### config.mk
export PLATFORM = sky130hd
export DESIGN_NAME = serial_word_tx
export DESIGN_NICKNAME = d
export VERILOG_FILES = /design/src/rtl/serial_word_tx.sv
export SDC_FILE = /design/constraint.sdc
export NUM_CORES = 1
export LEC_CHECK = 0
export CORE_ASPECT_RATIO = 0.8
export CORE_MARGIN = 2
export CORE_UTILIZATION = 45
export DETAILED_ROUTE_END_ITERATION = 6
export DONT_BUFFER_PORTS = 1
export PLACE_DENSITY = 0.66
export SLEW_MARGIN = 20
export SYNTH_ARGS = -nofsm -noshare
export SYNTH_HDL_FRONTEND = slang
export SYNTH_SLANG_ARGS = --single-unit
export TNS_END_PERCENT = 50
### constraint.sdc
create_clock -name t_clk -period 2.1 [get_ports t_clk]
set_input_delay 0.525 -clock t_clk [delete_from_list [all_inputs] [get_ports t_clk]]
set_output_delay 0.525 -clock t_clk [all_outputs]
set_load 0.03 [all_outputs]
### src/rtl/serial_word_tx.sv
// serial_word_tx: LSB-first parallel-to-serial word transmitter with a frame-start marker
module serial_word_tx #(
  parameter int WIDTH = 8,
  parameter int GAP = 0
) (
  input  logic             t_clk,
  input  logic             rst_n,
  input  logic [WIDTH-1:0] in_data,
  input  logic             in_valid,
  output logic             in_ready,
  output logic             ser_i,
  output logic             ser_r,
  output logic             ser_valid,
  output logic             ser_last,
  output logic             busy
);
  localparam int KW = $clog2(WIDTH);
  localparam int GW = GAP > 0 ? $clog2(GAP + 1) : 1;
  localparam logic [KW-1:0] K_LAST = KW'(WIDTH - 1);
  localparam logic [KW-1:0] K_PEN = KW'(WIDTH - 2);
  localparam logic [GW-1:0] G_LAST = GW'(GAP > 0 ? GAP - 1 : 0);
  typedef enum logic [1:0] {IDLE, SHIFT, GAPWAIT} state_t;
  state_t state, state_n;
  logic [WIDTH-1:0] sh, sh_n;
  logic [KW-1:0] k, k_n;
  logic [GW-1:0] g, g_n;
  logic i_n, r_n, v_n, l_n, accept, last_bit, gap_end;
  assign last_bit = state == SHIFT && k == K_LAST;
  assign gap_end = state == GAPWAIT && g == G_LAST;
  assign in_ready = state == IDLE || (GAP == 0 ? last_bit : gap_end);
  assign accept = in_valid && in_ready;
  assign busy = state != IDLE;
  // next state and the next values of the registered serial outputs
  always_comb begin
    state_n = state;
    sh_n = sh;
    k_n = k;
    g_n = g;
    i_n = 1'b0;
    r_n = 1'b0;
    v_n = 1'b0;
    l_n = 1'b0;
    if (accept) begin
      state_n = SHIFT;
      sh_n = in_data >> 1;
      k_n = '0;
      g_n = '0;
      i_n = in_data[0];
      r_n = 1'b1;
      v_n = 1'b1;
    end else if (state == SHIFT && !last_bit) begin
      sh_n = sh >> 1;
      k_n = k + 1'b1;
      i_n = sh[0];
      v_n = 1'b1;
      l_n = k == K_PEN;
    end else if (last_bit) begin
      state_n = GAP > 0 ? GAPWAIT : IDLE;
      k_n = '0;
      g_n = '0;
    end else if (state == GAPWAIT) begin
      state_n = gap_end ? IDLE : GAPWAIT;
      g_n = gap_end ? '0 : g + 1'b1;
    end
  end
  // state and output registers; reset drops any in-flight word
  always_ff @(posedge t_clk) begin
    if (!rst_n) begin
      state <= IDLE;
      sh <= '0;
      k <= '0;
      g <= '0;
      ser_i <= 1'b0;
      ser_r <= 1'b0;
      ser_valid <= 1'b0;
      ser_last <= 1'b0;
    end else begin
      state <= state_n;
      sh <= sh_n;
      k <= k_n;
      g <= g_n;
      ser_i <= i_n;
      ser_r <= r_n;
      ser_valid <= v_n;
      ser_last <= l_n;
    end
  end
endmodule

=== Word-level counts from Yosys, hierarchy flattened ===
Index checks and enable logic that the tools add are counted.

* Equal/unequal tests: 5
* Bitwise gates (word level): 3
* Multiplexer cells: 17
* Add/subtract/negate cells: 2
* Reduce and logical (&&, ||, !) cells: 16

{| class="wikitable"
|+ Operators by type and width
! kind !! number
|-
| two-way mux 7 bit || 2
|-
| two-way mux 1 bit || 10
|-
| nonzero test 2 bit || 4
|-
| equality test 3 bit, second input constant || 2
|-
| two-way mux 2 bit || 3
|-
| two-way mux 3 bit || 2
|-
| logical AND 1 bit || 4
|-
| AND reduction 2 bit || 2
|-
| adder 3 x 1 -> 3 bit, second input constant || 1
|-
| inverter 1 bit || 3
|-
| nonzero test 3 bit || 1
|-
| OR reduction 3 bit || 1
|-
| equality test 2 x 1 -> 1 bit, second input constant || 1
|-
| equality test 2 bit, second input constant || 1
|-
| logical NOT 2 bit || 1
|-
| inequality test 2 bit, second input constant || 1
|-
| OR reduction 2 bit || 1
|-
| adder 1 bit, second input constant || 1
|-
| logical NOT 1 bit || 1
|-
| logical OR 1 bit || 1
|}

* Register bits: 17
* Bits of input ports: 11
* Word-level logic and storage cells: 52

=== Longest topological paths before layout ===
Gate-level depths: netlist (run 1).

* Depth after elaboration: 7
* Depth in mapped cells: 6

=== Least setup slack after synthesis (run 1) ===
Ideal clock, no wire load.

* Kind: register to output
* Start: register k[1]
* End: output port in_ready
* Data required time: 1.575 ns
* Stages on the path, launching flop included: 6
* Path buffers: 1
* Slack: 0.247 ns
* Arrival time: 1.328 ns
* Path through: dfxtp_1 ha_1 ha_1 nor2b_1 buf_2 nor2_1

* Longest elaborated chain between the ends: 3

{| class="wikitable"
|+ RTL lines
! element !! line !! source
|-
| from (decl) || 25 || <nowiki>logic [KW-1:0] k, k_n;</nowiki>
|-
| from (signal assigned) || 80 || <nowiki>k <= k_n;</nowiki>
|-
| equality test 3 bit || 28 || <nowiki>assign last_bit = state == SHIFT && k == K_LAST;</nowiki>
|-
| logical AND 1 bit || 28 ||
|-
| logical OR 1 bit || 30 || <nowiki>assign in_ready = state == IDLE || (GAP == 0 ? last_bit : gap_end);</nowiki>
|-
| to (decl) || 10 || <nowiki>output logic in_ready,</nowiki>
|}

No other way between the ends.

=== Worst setup path in the final report (run 1) ===
* Start: register k[0]
* End: output port in_ready

Same word-level chain as after synthesis.

==> results.cfg, run 1 <==
[cts]
clk_pin_slew_ns = 0.09
clk_latency_ns = 0.28
numCtsBuffers = 3
ctsRootBufferMaster = clkbuf_4
cts_tree = built
cts_sinks = 17
htree_levels = 1
post_cts_buffers = 0
clk_path_buf_depth = 2
postCtsHoldBufs = 0

[die]
fp.dieH_um = 40.7
core-area_mm2 = 0.00159
die_area_mm2 = 0.00203
rows = 13
initial_core_util = 0.474
ios = 17
die_x_um = 49.8

[layout]
stdcell_area_um2 = 806
layout-drive-gt1-share = 0.124
nNetsFinal = 104
area_growth_syn_to_layout_pct = 6.62
antenna_cells = 0
fill_cells = 174

[grt]
antenna_found_initial = 0
grt_util_all_layers = 0.163
overflow = 0
first_global_vias = 529
grt_max_degree = 13
grt_first_pass_wirelength_mm = 2.35

[sta]
worst-slew-pin-transition_ns = 0.533
period_needed_ns = 1.95
skew_ns = 0.00333
slew_headroom = 0.643
setup_viol = 0
finalHoldViolCount = 0
max_freq_ghz = 0.514
final_max_slew_viol_count = 0
fin_crit_sh = 0.926
finalSetupTns_ns = 0
hold_slack_ns = 0.357
rsz0062_at_grt = false

[synthesis]
ys_seq_elements = 17
synth-async-reset-ratio = 0
synth_flop_cell = dfxtp_1
postSynthCellCount = 87
avgSynthCellArea_um2 = 8.69
synth_edf_count = 0
syn_nets = 101
synth_area_um2 = 756
yosysWarningCount = 0
synth-seq-area-share = 0.450
ys_types = 26

[route]
wl_met3_um = 88
drt-met1-wl_um = 690
drc = 0
highest_layer = met4
wl_met2_um = 582
vias = 588
antenna_left = 0
drt_first_pass_iters = 2
drt-initial-drc-count = 7
routed_wl_mm = 1.37
routedWlPerCell_um = 12.3
vias_per_cell = 5.30

[place]
io_buffers = 0
hpwl_um = 987
gp_congestion = 0.764
placed_area_um2 = 774

[critical_path]
crit_required_ns = 1.57
worstPathArrival_ns = 1.42
path_max_fanout = 6
path_delay_family = adder cells
worstSetupPathType = flip-flop to output port
critical_path.startpoint_type = flip-flop
reg2reg_depth = 6
path_depth = 5
critical_path_buf_inv_count = 1
critPathMaxStageDelay_ns = 0.33
end_kind = output port
cp_cell_sequence = ha_1, ha_2, nor2b_2, nor2_1, buf_4
slowest_stage = dfxtp_1

[job]
cap_violations = 0

[power]
max-vdd-ir-drop_uv = 352
cellLeakagePower_nw = 0.334
power_density_mw_per_mm2 = 737

[min_path]
hp-class = input pin to flip-flop
min_path_cells = 2

[run_status]
status = finished clean
==> area by class of cell <==
cell class | instances | area, um^2 | area share
inverter | 5 | 18.8 | 0.0233
sequential | 17 | 340 | 0.422
tap | 22 | 27.5 | 0.0342
timing repair buffer | 4 | 30.0 | 0.0373
multi-input combinational | 59 | 363 | 0.450
clock buffer | 4 | 26.3 | 0.0326
==> cell usage after synthesis (2+ instances only) <==
cell      instances  area [um^2]
a31oi_1           6         37.5
nand2b_1          2         12.5
or3b_1            2         17.5
o31ai_1           6         45.0
a21oi_1           5         25.0
buf_6             2         22.5
ha_1              3         37.5
clkbuf_1          3         11.3
nand2_1          16         60.1
inv_1             5         18.8
dfxtp_1          17          340
or3_1             2         12.5
nor2_1            5         18.8
==> worst reg2reg max path, cell delays in order, from the launching register on <==
cell     delay [ns]
dfxtp_1        0.36
ha_1           0.15
ha_2           0.24
nor2b_2        0.07
buf_4          0.16
or2_1          0.34
a41o_1         0.26
==> cells in the final DEF, fill, tap and decap left out, types with 2 or more instances in the layout <==
| master | count |
|---|---|
| inv_1 | 5 |
| buf_4 | 4 |
| dfxtp_1 | 17 |
| nand2b_1 | 2 |
| ha_1 | 2 |
| or3_1 | 2 |
| clkbuf_4 | 3 |
| o31ai_1 | 6 |
| nand2_1 | 16 |
| a31oi_1 | 6 |
| a21oi_1 | 5 |
| or3b_1 | 2 |
| nor2_1 | 5 |
==> what timing repair did <==
action                                  4_1_cts  5_1_grt
gates resized for setup                       0        2
endpoints found under the setup margin        0        1
hold endpoints to repair                      0        0
==> sequential cells by signal (all words and copies together), names as in the netlist <==
register / flops
ser_r: 1
ser_last: 1
k: 3
ser_valid: 1
state: 2
g: 1
sh: 7
ser_i: 1
==> metal layers <==
metal | vias up | track usage
li1 | 305 | -
met1 | 267 | 0.203
met2 | 14 | 0.257
met3 | 2 | 0.0803
met4 | 0 | 0.0417
met5 | - | 0
==> stage by stage <==
stage | std cells | setup WS (ns) | util | total power, mW
5_1_grt | 111 | 0.0316 | 0.505 | 0.632
3_3_place_gp | 107 | 0.418 | 0.486 | 0.432
4_1_cts | 111 | 0.0331 | 0.502 | 0.603
2_1_floorplan | 87 | 0.247 | - | 0.420
3_5_place_dp | 107 | 0.353 | 0.486 | 0.433
6_report | 111 | 0.155 | 0.505 | 0.594
==> worst paths after layout <==
path | endpoint | from | slack, ns
worst max register to register | sh[6]$_SDFFE_PN0P_ | k[1]$_SDFFE_PP0P_ | 0.42
worst min-delay path | g$_SDFFE_PP0P_ | rst_n | 0.36
worst max-delay path | in_ready | k[0]$_SDFFE_PP0P_ | 0.15
worst min register to register | g$_SDFFE_PP0P_ | g$_SDFFE_PP0P_ | 0.44
==> logic make-up (layout without fill, tap and decap cells) <==
group,after synthesis,count (layout),share of synthesized area
AOI/OAI and AO/OA,22,22,0.195
adders and majority gates,3,3,0.0497
buffers and inverters,11,13,0.0762
DFF,17,17,0.450
muxes,1,1,0.0132
and+or+nand+nor,33,33,0.215
==> report_power, final <==
part / total [mW] / internal, mW / switching [mW]
Clock: 0.168 / 0.0738 / 0.0938
Sequential: 0.356 / 0.339 / 0.0164
Combinational: 0.0702 / 0.0281 / 0.0421
Total: 0.594 / 0.441 / 0.152
(Power assumes the default switching activity.)
==> inputs of run 2 (changes only) <==
--- a/config.mk
+++ b/config.mk
@@ -5,11 +5,13 @@
 export SDC_FILE = /design/constraint.sdc
 export NUM_CORES = 1
 export LEC_CHECK = 0
+export ABC_AREA = 0
 export CORE_ASPECT_RATIO = 0.8
 export CORE_MARGIN = 2
 export CORE_UTILIZATION = 45
 export DETAILED_ROUTE_END_ITERATION = 6
 export DONT_BUFFER_PORTS = 1
+export GPL_ROUTABILITY_DRIVEN = 0
 export PLACE_DENSITY = 0.66
 export SLEW_MARGIN = 20
 export SYNTH_ARGS = -nofsm -noshare
==> results of run 2 <==
Same layout as run 1: the final DEF is identical, and so are final timing and power.
==> inputs of run 3 (changes only) <==
--- a/config.mk
+++ b/config.mk
@@ -6,13 +6,16 @@
 export NUM_CORES = 1
 export LEC_CHECK = 0
 export ABC_AREA = 0
+export CELL_PAD_IN_SITES_DETAIL_PLACEMENT = 1
+export CELL_PAD_IN_SITES_GLOBAL_PLACEMENT = 2
 export CORE_ASPECT_RATIO = 0.8
 export CORE_MARGIN = 2
-export CORE_UTILIZATION = 45
+export CORE_UTILIZATION = 34
 export DETAILED_ROUTE_END_ITERATION = 6
 export DONT_BUFFER_PORTS = 1
 export GPL_ROUTABILITY_DRIVEN = 0
-export PLACE_DENSITY = 0.66
+export PLACE_DENSITY = 0.79
+export SETUP_SLACK_MARGIN = 0.15
 export SLEW_MARGIN = 20
 export SYNTH_ARGS = -nofsm -noshare
 export SYNTH_HDL_FRONTEND = slang
==> constraint.sdc (replaced) <==
create_clock -name t_clk -period 2.1 [get_ports t_clk]
set_input_delay 0.42 -clock t_clk [delete_from_list [all_inputs] [get_ports t_clk]]
set_output_delay 0.42 -clock t_clk [all_outputs]
set_load 0.03 [all_outputs]
==> results.cfg, run 3 (synthesis gave the netlist of run 1 again) <==
[sta]
finalSetupTns_ns = 0
rsz0062_at_grt = false
period_needed_ns = 1.84
setup_viol = 0
final_max_slew_viol_count = 0
max_freq_ghz = 0.545
skew_ns = 0.00611
worst-slew-pin-transition_ns = 0.521
fin_crit_sh = 0.874
finalHoldViolCount = 0
slew_headroom = 0.651

[layout]
largest_reg_flops = 7
layout-drive-gt1-share = 0.135
top_regs = sh x7, k x3, state x2
final_common_cell = dfxtp_1
multi_input_area_um2 = 363
final_cell_count_no_fill = 114
largest-register = sh
area_growth_syn_to_layout_pct = 7.28
regArea_um2 = 340
fill_cells = 257
antenna_cells = 0
final_cell_mix = dfxtp_1, nand2_1, o31ai_1, a31oi_1
nNetsFinal = 104

[route]
antenna_left = 0
routedWlPerCell_um = 14.5
routed_wl_mm = 1.66
vias = 603
drt_first_pass_iters = 4
drc = 0
vias_per_cell = 5.29
drt-initial-drc-count = 6

[critical_path]
critical_path_buf_inv_count = 1
slowest_stage = dfxtp_1
crit_required_ns = 1.68
worstSetupPathType = flip-flop to output port
worstPathArrival_ns = 1.42
path_delay_family = adder cells
critPathMaxStageDelay_ns = 0.34
end_kind = output port
cp_cell_sequence = ha_1, ha_2, nor2b_2, nor2_1, buf_4
path_max_fanout = 6
critical_path.startpoint_type = flip-flop

[job]
cap_violations = 0

[cts]
htree_levels = 1
cts_sinks = 17
cts_tree = built
clk_latency_ns = 0.29
clk_pin_slew_ns = 0.09
postCtsHoldBufs = 0
ctsRootBufferMaster = clkbuf_4
numCtsBuffers = 3
clk_path_buf_depth = 2

[grt]
grt_util_all_layers = 0.143
grt_max_degree = 13
grt_first_pass_wirelength_mm = 2.73
overflow = 0
antenna_found_initial = 0
first_global_vias = 563

[place]
hpwl_mm = 1.17
place_inst = 109
io_buffers = 0

[power]
cellLeakagePower_nw = 0.337
power_density_mw_per_mm2 = 737
max-vdd-ir-drop_uv = 463

[run_status]
status = finished clean

[die]
ios = 17
core-area_mm2 = 0.00212
rows = 15
die_area_mm2 = 0.00262
fp.dieH_um = 46.2
die_x_um = 56.7
initial_core_util = 0.356

[min_path]
hp-class = input pin to flip-flop
run 3: changes by cell type in the layout (fill, tap and decap cells not counted):
cell	before	now
clkbuf_1	1	0
clkinv_2	0	1
run 3: layout make-up:
cell class	instances	area share
clock buffer	3	0.0278
clock inverter	1	0.00617
inverter	5	0.0231
multi-input combinational	59	0.448
sequential	17	0.420
tap	25	0.0386
timing repair buffer	4	0.0370
run 3: power breakdown:
group	switching [mW]	internal [mW]	total [mW]
Combinational	0.0433	0.0282	0.0715
Sequential	0.0168	0.340	0.356
Clock	0.0992	0.0707	0.170
Total	0.159	0.438	0.598
run 3: final timing paths:
| kind | startpoint | end | slack, ns | cells after the start |
|---|---|---|---|---|
| setup / recovery | k[1]$_SDFFE_PP0P_ | in_ready | 0.26 | 5 |
| hold / removal | rst_n | sh[1]$_SDFFE_PN0P_ | 0.26 | 2 |
| setup reg to reg | k[1]$_SDFFE_PP0P_ | sh[6]$_SDFFE_PN0P_ | 0.47 | 4 |
| hold reg to reg | sh[1]$_SDFFE_PN0P_ | sh[0]$_SDFFE_PN0P_ | 0.47 | 2 |
run 3: through the flow:
stage / power (mW) / area (um^2) / util / hold WS, ns / setup WS, ns
floorplan: 0.420 / 756 / - / 0.412 / 0.352
global placement: 0.433 / 771 / 0.363 / 0.426 / 0.470
detailed placement: 0.434 / 771 / 0.363 / 0.462 / 0.445
CTS: 0.609 / 798 / 0.376 / 0.241 / 0.163
global route: 0.644 / 811 / 0.382 / 0.230 / 0.168
finish: 0.598 / 811 / 0.382 / 0.258 / 0.265
run 3: repair_timing:
action	in CTS	in global routing
hold endpoints to repair	0	0
gates resized for setup	0	2
buffers inserted	0	1
endpoints found under the setup margin	0	1
run 3: layer usage:
layer / vias up / share of wire / track usage
met2: 12 / 0.42 / 0.212
met3: 2 / 0.048 / 0.0674
met5: - / 0 / 0
met1: 283 / 0.52 / 0.187
met4: 0 / 0.013 / 0.0429
li1: 306 / - / -
